[src/rtl/wt_store_wbuf.sv]
// rtl/wt_store_wbuf.sv - write-through store buffer with byte merging, in-order drain and TID tracking
module wt_store_wbuf #(
  parameter int DEPTH           = 2,
  parameter int ADDR_W          = 32,
  parameter int DATA_W          = 64,
  parameter int TID_W           = 2,
  parameter int MAX_OUTSTANDING = 7
) (
  input  logic                                 clk_i,
  input  logic                                 rst_ni,
  input  logic                                 st_valid_i,
  output logic                                 st_ready_o,
  input  logic [ADDR_W-1:0]                    st_addr_i,
  input  logic [DATA_W-1:0]                    st_data_i,
  input  logic [DATA_W/8-1:0]                  st_be_i,
  input  logic                                 st_nc_i,
  output logic                                 mem_req_o,
  input  logic                                 mem_gnt_i,
  output logic [ADDR_W-1:0]                    mem_addr_o,
  output logic [DATA_W-1:0]                    mem_data_o,
  output logic [DATA_W/8-1:0]                  mem_be_o,
  output logic [TID_W-1:0]                     mem_tid_o,
  input  logic                                 mem_ack_i,
  input  logic [TID_W-1:0]                     mem_ack_tid_i,
  input  logic [ADDR_W-1:0]                    ld_addr_i,
  output logic                                 ld_hit_o,
  output logic [$clog2(MAX_OUTSTANDING+1)-1:0] outstanding_o,
  output logic                                 empty_o
);
  localparam int BE_W  = DATA_W / 8;
  localparam int WA_W  = ADDR_W - 3;
  localparam int PTR_W = (DEPTH > 1) ? $clog2(DEPTH) : 1;
  localparam int NTID  = 1 << TID_W;
  localparam int OUT_W = $clog2(MAX_OUTSTANDING + 1);

  logic [DEPTH-1:0]  r_valid;
  logic [DEPTH-1:0]  r_locked;
  logic [DEPTH-1:0]  r_nc;
  logic [WA_W-1:0]   r_waddr [DEPTH];
  logic [DATA_W-1:0] r_data  [DEPTH];
  logic [BE_W-1:0]   r_be    [DEPTH];
  logic [PTR_W-1:0]  r_head, r_tail;
  logic [NTID-1:0]   r_busy;
  logic [OUT_W-1:0]  r_outst;
  logic [TID_W-1:0]  r_tid;
  logic              r_gnt_q;

  logic              w_full, w_merge, w_merge_hit, w_accept, w_alloc, w_gnt, w_ack;
  logic              w_free_any, w_head_busy;
  logic [PTR_W-1:0]  w_merge_idx;
  logic [TID_W-1:0]  w_free_tid;
  logic [WA_W-1:0]   w_st_waddr;
  logic              w_unused;

  function automatic logic [PTR_W-1:0] ptr_inc(input logic [PTR_W-1:0] p);
    return (p == PTR_W'(DEPTH - 1)) ? '0 : p + PTR_W'(1);
  endfunction

  assign w_unused   = ^{st_addr_i[2:0], ld_addr_i[2:0]};
  assign w_st_waddr = st_addr_i[ADDR_W-1:3];
  assign w_full     = r_valid[r_tail];

  always_comb begin
    w_free_any = 1'b0;
    w_free_tid = '0;
    for (int t = NTID - 1; t >= 0; t--) begin
      if (!r_busy[t]) begin
        w_free_any = 1'b1;
        w_free_tid = TID_W'(t);
      end
    end
  end

  // A locked head keeps requesting with its latched TID; the cycle after a grant stays idle.
  assign mem_req_o  = r_valid[r_head] &
                      (r_locked[r_head] |
                       (w_free_any & (r_outst < OUT_W'(MAX_OUTSTANDING)) & ~r_gnt_q));
  assign mem_tid_o  = r_locked[r_head] ? r_tid : w_free_tid;
  assign mem_addr_o = {r_waddr[r_head], 3'b000};
  assign mem_data_o = r_data[r_head];
  assign mem_be_o   = r_be[r_head];
  assign w_gnt      = mem_req_o & mem_gnt_i;
  assign w_ack      = mem_ack_i & r_busy[mem_ack_tid_i];

  // The head counts as locked already in the cycle its request first rises.
  always_comb begin
    w_merge     = 1'b0;
    w_merge_idx = '0;
    w_head_busy = 1'b0;
    for (int i = 0; i < DEPTH; i++) begin
      w_head_busy = (PTR_W'(i) == r_head) & mem_req_o;
      if (r_valid[i] && !r_locked[i] && !r_nc[i] && !w_head_busy &&
          (r_waddr[i] == w_st_waddr)) begin
        w_merge     = 1'b1;
        w_merge_idx = PTR_W'(i);
      end
    end
  end

  always_comb begin
    ld_hit_o = 1'b0;
    for (int i = 0; i < DEPTH; i++) begin
      if (r_valid[i] && (r_waddr[i] == ld_addr_i[ADDR_W-1:3])) ld_hit_o = 1'b1;
    end
  end

  assign w_merge_hit   = ~st_nc_i & w_merge;
  assign st_ready_o    = w_merge_hit | ~w_full;
  assign w_accept      = st_valid_i & st_ready_o;
  assign w_alloc       = w_accept & ~w_merge_hit;
  assign outstanding_o = r_outst;
  assign empty_o       = ~(|r_valid) & (r_outst == '0);

  always_ff @(posedge clk_i or negedge rst_ni) begin
    if (!rst_ni) begin
      r_valid  <= '0;
      r_locked <= '0;
      r_head   <= '0;
      r_tail   <= '0;
      r_busy   <= '0;
      r_outst  <= '0;
      r_tid    <= '0;
      r_gnt_q  <= 1'b0;
    end else begin
      r_gnt_q <= w_gnt;
      if (mem_req_o && !mem_gnt_i) begin
        r_locked[r_head] <= 1'b1;
        r_tid            <= mem_tid_o;
      end
      if (w_gnt) begin
        r_valid[r_head]  <= 1'b0;
        r_locked[r_head] <= 1'b0;
        r_head           <= ptr_inc(r_head);
      end
      if (w_alloc) begin
        r_valid[r_tail]  <= 1'b1;
        r_locked[r_tail] <= 1'b0;
        r_tail           <= ptr_inc(r_tail);
      end
      r_busy  <= (r_busy | (w_gnt ? (NTID'(1) << mem_tid_o) : '0)) &
                 ~(w_ack ? (NTID'(1) << mem_ack_tid_i) : '0);
      r_outst <= r_outst + OUT_W'(w_gnt) - OUT_W'(w_ack);
    end
  end

  always_ff @(posedge clk_i) begin
    if (w_alloc) begin
      r_waddr[r_tail] <= w_st_waddr;
      r_data[r_tail]  <= st_data_i;
      r_be[r_tail]    <= st_be_i;
      r_nc[r_tail]    <= st_nc_i;
    end else if (w_accept) begin
      for (int b = 0; b < BE_W; b++) begin
        if (st_be_i[b]) r_data[w_merge_idx][b*8 +: 8] <= st_data_i[b*8 +: 8];
      end
      r_be[w_merge_idx] <= r_be[w_merge_idx] | st_be_i;
    end
  end
endmodule

[config.mk]
export PLATFORM = sky130hd
export DESIGN_NAME = wt_store_wbuf
export DESIGN_NICKNAME = d
export VERILOG_FILES = /design/src/rtl/wt_store_wbuf.sv
export SDC_FILE = /design/constraint.sdc
export NUM_CORES = 1
export LEC_CHECK = 0
export CORE_MARGIN = 2
export CORE_UTILIZATION = 53
export DETAILED_ROUTE_END_ITERATION = 8
export HOLD_SLACK_MARGIN = 0.12
export PLACE_DENSITY = 0.86
export SLEW_MARGIN = 20
export SYNTH_ARGS = -nofsm -noshare
export SYNTH_HDL_FRONTEND = slang
export SYNTH_SLANG_ARGS = --single-unit
[constraint.sdc]
create_clock -name clk_i -period 4.4 [get_ports clk_i]
set_input_delay 0.88 -clock clk_i [delete_from_list [all_inputs] [get_ports clk_i]]
set_output_delay 0.88 -clock clk_i [all_outputs]
set_load 0.01 [all_outputs]
# Word level (Yosys, flattened, before mapping)
# Memory sizes are Yosys's and may differ from the RTL's.
# Cells that the tools add are included.
op_classes:
  n_addsub: 4
  n_mul: 0
  div_mod_pow: 0
  n_lt_le_gt_ge: 6
  eq_ne: 4
  n_shift: 2
  mux: 79
  bitwise_logic: 30
  reduce_logical: 24
op_table:
  columns: ["cell", "count"]
  rows:
  - ["29-bit equality test", 4]
  - ["64-bit two-way mux", 1]
  - ["64-bit OR reduction", 1]
  - ["1-bit two-way mux", 60]
  - ["2-bit two-way mux", 10]
  - ["8-bit two-way mux", 2]
  - ["1-bit logical AND", 13]
  - ["1-bit AND", 11]
  - ["4-bit two-way mux", 2]
  - ["8-bit OR", 1]
  - ["8-bit OR reduction", 1]
  - ["1-bit by 2-bit left shift with 4-bit output (first input constant)", 2]
  - ["1-bit logical NOT", 7]
  - ["2-bit AND", 3]
  - ["1-bit NOT", 6]
  - ["4-bit AND", 1]
  - ["1-bit by 2-bit less-than comparator with 1-bit output (second input constant)", 2]
  - ["2-bit NOT", 2]
  - ["4-bit NOT", 1]
  - ["2-bit OR", 2]
  - ["4-bit OR", 1]
  - ["3-bit by 1-bit adder with 3-bit output", 1]
  - ["3-bit logical NOT", 1]
  - ["2-bit by 3-bit less-than comparator with 1-bit output (second input constant)", 1]
  - ["other kinds (9)", 13]
word_totals:
  ff_bits: 18
  latch_bits: 0
  ramBits: 202
  rom_bits: 0
  out_inout_bits: 113
  wordCells: 161
  n_memories: 3
mem_list:
  columns: ["name", "words", "word_bits", "read_ports", "rd_clocked_by_memory_dff", "wr", "line_no", "source"]
  rows:
  - ["r_data", 2, 64, 1, 0, 1, "40", "logic [DATA_W-1:0] r_data [DEPTH];"]
  - ["r_waddr", 2, 29, 3, 0, 1, "39", "logic [WA_W-1:0] r_waddr [DEPTH];"]
  - ["r_be", 2, 8, 2, 0, 1, "41", "logic [BE_W-1:0] r_be [DEPTH];"]

# Depth between registers and ports, before layout
logic_depth:
  word_depth: 22
  ltp_mapped: 11
  depth_no_buf: 11

# Worst setup path before layout
# OpenSTA, ideal clock, no wires.
synth_path:
  path_type: "input-to-output"
  startpoint: "in st_addr_i[18]"
  endpoint: "out st_ready_o"
  arrival_ns: 2.159
  t_required_ns: 3.520
  path_slack_ns: 1.361
  path_stages: 6
  path_buffers: 0
  cell_sequence: "xnor2_1 -> nand4_1 -> or4_4 -> nor4_4 -> a21oi_1 -> nand2_1"
synth_via:
  elab_chain_len: 6
  word_cells_on_any_way: 8
synth_rtl:
  columns: ["item", "line_no", "source"]
  rows:
  - ["from (decl)", "13", "input logic [ADDR_W-1:0] st_addr_i,"]
  - ["29-bit equality test", "93", "(r_waddr[i] == w_st_waddr)) begin"]
  - ["1-bit logical AND", "92", "if (r_valid[i] && !r_locked[i] && !r_nc[i] && !w_head_busy &&"]
  - ["1-bit two-way mux", "92", null]
  - ["1-bit two-way mux *", "92", null]
  - ["1-bit AND *", "107", "assign w_merge_hit = ~st_nc_i & w_merge;"]
  - ["1-bit OR *", "108", "assign st_ready_o = w_merge_hit | ~w_full;"]
  - ["to (decl)", "12", "output logic st_ready_o,"]
# Mark *: on every way between the ends. The rest lies on a longest branch, timed or not.

# Worst setup path after layout
layout_path:
  startpoint: "in st_addr_i[31]"
  endpoint: "out st_ready_o"
# Same word-level chain as after synthesis.

==> impl_metrics.env <==
export IMPL_p_per_area_nw_per_um2=559.8
export IMPL_drc_errors=0
export IMPL_syn_area_sq_um=10050
export IMPL_antenna_cells=0
export IMPL_endpoint_kind="output port"
export IMPL_holdWs_ns=0.5268
export IMPL_yosysSeqAreaShare_pct=64.94
export IMPL_crit_arrival_ns=3.36
export IMPL_slowest_delay_ns=0.57
export IMPL_skew_ns=0.01057
export IMPL_antenna_found_initial=0
export IMPL_finalHoldViolations=0
export IMPL_final_core_util_pct=73.33
export IMPL_postRouteAntennaNets=0
export IMPL_required_ns=3.52
export IMPL_dp_hpwl_mm=18.49
export IMPL_grt_start_max_net_pins=63
export IMPL_clk_latency_ns=0.51
export IMPL_met1_usage_pct=32.42
export IMPL_grtUsageTotal_pct=24.28
export IMPL_cts_buffers=24
export IMPL_met2_usage_pct=39.98
export IMPL_clock_sinks=220
export IMPL_yosys_area_share_simple_pct=6.686
export IMPL_cpMostUsedCell="clkdlybuf4s50_1"
export IMPL_ctsHtreeMaxLevel=1
export IMPL_synth_area_mux_share_pct=11.74
export IMPL_slew_limit_headroom_pct=50.63
export IMPL_clock_path_buffers=3
export IMPL_vias=6738
export IMPL_synth_adder_area_share_pct=0.5727
export IMPL_grt_first_pass_wirelength_mm=37.26
export IMPL_yosys_warnings=0
export IMPL_grt_use_met3_pct=4.894
export IMPL_worstRegToRegCells=6
export IMPL_wl_per_cell_um=21.19
export IMPL_routed_wirelength_mm=25.09
export IMPL_irDropWorstVdd_uv=405.3
export IMPL_worst_path_stages=8
export IMPL_fin_nets=1081
export IMPL_cp_endpoint="st_ready_o"
export IMPL_fp_coreArea_sq_um=18640
export IMPL_synth_top_family_by_area="multiplexers"
export IMPL_worstReg2RegStart="r_head$_DFFE_PN0P_"
export IMPL_critPathLaunch="st_addr_i[31]"
export IMPL_synth_seq_cells=220
export IMPL_tightest_slew_ns=0.7383
export IMPL_syn_avg_cell_area_sq_um=15.20
export IMPL_cp_max_fo=4
export IMPL_io_buffers=247
export IMPL_first_pass_iters=6
export IMPL_setup_ws_ns=0.1581
export IMPL_cts_tree="yes"
export IMPL_grt_overflow=0
export IMPL_rows=50
export IMPL_cp_buffers_inverters=2
export IMPL_rr_endpoint="r_data[1][25]$_DFFE_PP_"
export IMPL_path_class="in -> out"
export IMPL_cts_root_buffer="clkbuf_16"
export IMPL_slowest_stage="clkdlybuf4s50_1"
export IMPL_startpoint_type="primary input"
export IMPL_netlist_cell_type_count=50
export IMPL_rrSetupSlack_ns=1.32
export IMPL_drive_above_1_share_pct=18.00
export IMPL_dp_slack_ns=0.1477
export IMPL_finalMaxSlewViolations=0
export IMPL_synth_compound_area_share_pct=4.009
export IMPL_ioPinCount=257
export IMPL_area_growth_synth_to_final_pct=36.03
export IMPL_final_setup_viol_count=0
export IMPL_via_per_inst=5.691
export IMPL_synth_xor_area_share_pct=10.11
export IMPL_status="finished clean"
export IMPL_min_period_over_period_pct=96.41
export IMPL_die_area_sq_um=20080
export IMPL_drv_cap=0
export IMPL_rsz0062_at_grt="false"
export IMPL_grt_busiest_layer="met2"
export IMPL_finalSetupTns_ns=0
export IMPL_syn_instance_count=661
export IMPL_die_width_um=141.7
export IMPL_leakage_nw=4.795
export IMPL_path_cells="clkdlybuf4s50_1 > xnor2_1 > nand4_1 > or4_4 > nor4_4 > a21oi_1 > nand2_1 > clkdlybuf4s50_1"
export IMPL_start_util_pct=53.91
export IMPL_hold_class="reg -> reg"
export IMPL_die_h_um=141.7
export IMPL_clk_pin_slew_worst_paths_ns=0.06
export IMPL_drtIter0Drc=431
export IMPL_grt_pass1_vias=6736
export IMPL_cp_top_family="buffers and inverters"
export IMPL_place_congestion=0.9701
export IMPL_fmax_mhz=235.7
export IMPL_post_route_min_period_ns=4.242
## cell families (layout without fill, tap and decap cells)
| kind of cell | count (synthesis) | count (layout) |
|---|---|---|
| AND/OR/NAND/NOR | 114 | 114 |
| AO/OA/AOI/OAI | 57 | 57 |
| other | 1 | 3 |
| adder cells (fa/ha/maj) | 4 | 4 |
| XOR/XNOR | 116 | 116 |
| multiplexers | 104 | 104 |
| buffers and inverters | 45 | 332 |
| flip-flops | 220 | 220 |
## cells in the final DEF, fill, tap and decap left out, types with 4 or more instances in the layout
| cell | instances |
|---|---|
| nand4_1 | 23 |
| dfrtp_1 | 15 |
| clkinv_1 | 5 |
| and2_1 | 4 |
| a21o_1 | 9 |
| o211ai_1 | 8 |
| a31oi_1 | 6 |
| clkbuf_16 | 25 |
| clkinv_2 | 7 |
| inv_1 | 20 |
| xnor2_1 | 39 |
| mux2_2 | 101 |
| a21oi_1 | 11 |
| a41oi_1 | 8 |
| nand2_1 | 17 |
| clkdlybuf4s50_1 | 247 |
| nor4_1 | 27 |
| nand3_1 | 9 |
| edfxtp_1 | 204 |
| buf_4 | 21 |
| nor2_1 | 14 |
| xor2_1 | 76 |
## cell usage after synthesis (all sizes together)
library cell	n	share of area, %
o21bai	2	0.15
o211ai	8	0.60
ha	3	0.37
nand2	17	0.63
fa	1	0.20
a22o	1	0.087
a31o	1	0.087
inv	20	0.75
clkbuf	11	0.41
mux2i	2	0.20
xnor2	40	3.5
a31oi	6	0.37
nor3b	4	0.35
nand3b	1	0.075
nor2	14	0.52
a21oi	11	0.55
conb	1	0.037
o21a	1	0.075
mux4	1	0.22
nand3	9	0.45
dfrtp	16	4.0
and2	4	0.25
nor3	2	0.15
buf	14	0.75
nor2b	3	0.19
a21o	9	0.67
a21boi	1	0.075
nand2b	3	0.19
or4	2	0.19
o2111ai	1	0.087
mux2	101	11
edfxtp	204	61
a41oi	8	0.70
o41ai	1	0.087
a22oi	1	0.075
o21ai	4	0.20
or3	1	0.062
nor4	31	2.2
nand4	23	1.4
xor2	76	6.6
a211oi	2	0.20
## per-stage QoR
stage	instance area (sq um)	total power [mW]	std cells
2_1_floorplan	10060	4.392	663
3_3_place_gp	12910	5.730	1141
3_5_place_dp	12910	5.790	1141
4_1_cts	13660	7.699	1184
5_1_grt	13670	7.987	1184
6_report	13670	7.653	1184
## metal layers
layer	routed length, um	share of wire, %
met1	9928	40
met2	12170	48
met3	2169	8.6
met4	828	3.3
met5	0	0
## sequential cells by signal (all words and copies together) (netlist names)
register	flops
r_data	128
r_be	16
r_waddr	58
r_locked	2
r_nc	2
r_gnt_q	1
r_head	1
r_tail	1
r_busy	4
r_valid	2
outstanding_o	3
r_tid	2
## worst min-delay path by stage
| stage | startpoint | to | slack [ns] | cells past startpoint |
|---|---|---|---|---|
| floorplan | r_tid[0]$_DFFE_PN0P_ | r_tid[0]$_DFFE_PN0P_ | 0.47 | 1 |
| global placement | r_tid[0]$_DFFE_PN0P_ | r_tid[0]$_DFFE_PN0P_ | 0.49 | 1 |
| detailed placement | r_tid[0]$_DFFE_PN0P_ | r_tid[0]$_DFFE_PN0P_ | 0.51 | 1 |
| CTS | r_tid[0]$_DFFE_PN0P_ | r_tid[0]$_DFFE_PN0P_ | 0.53 | 1 |
| global route | r_tid[0]$_DFFE_PN0P_ | r_tid[0]$_DFFE_PN0P_ | 0.53 | 1 |
| finish | r_tid[0]$_DFFE_PN0P_ | r_tid[0]$_DFFE_PN0P_ | 0.53 | 1 |
## worst reg2reg max path, cell delays in order (launching register included)
cell	delay, ns
dfrtp_4	0.86
nand2_1	0.16
o21bai_1	0.47
nor4_4	0.10
buf_4	0.21
a211oi_4	0.54
a21o_1	0.39
## cell type report
type                    instances  area, sq um
multi-input cells             398         3374
fillers                      1220         4972
clock inverters                13        83.83
inverters                      20        75.07
flip-flops and latches        220         6530
repair buffers                269         2650
clock buffers                  30        664.4
well taps                     234        292.8
## what timing repair did
action | 4_1_cts | 5_1_grt
hold buffers | 0 | 0
setup endpoints to repair | 0 | 1
buffers inserted | 0 | 0
resized for setup | 0 | 2
## where the power goes
part	total, mW	switching, mW	internal (mW)
logic	2.72	1.24	1.48
clock network	1.90	0.775	1.12
registers	3.04	0.297	2.74
total	7.65	2.31	5.34
Power figures use the tool's default switching activity.
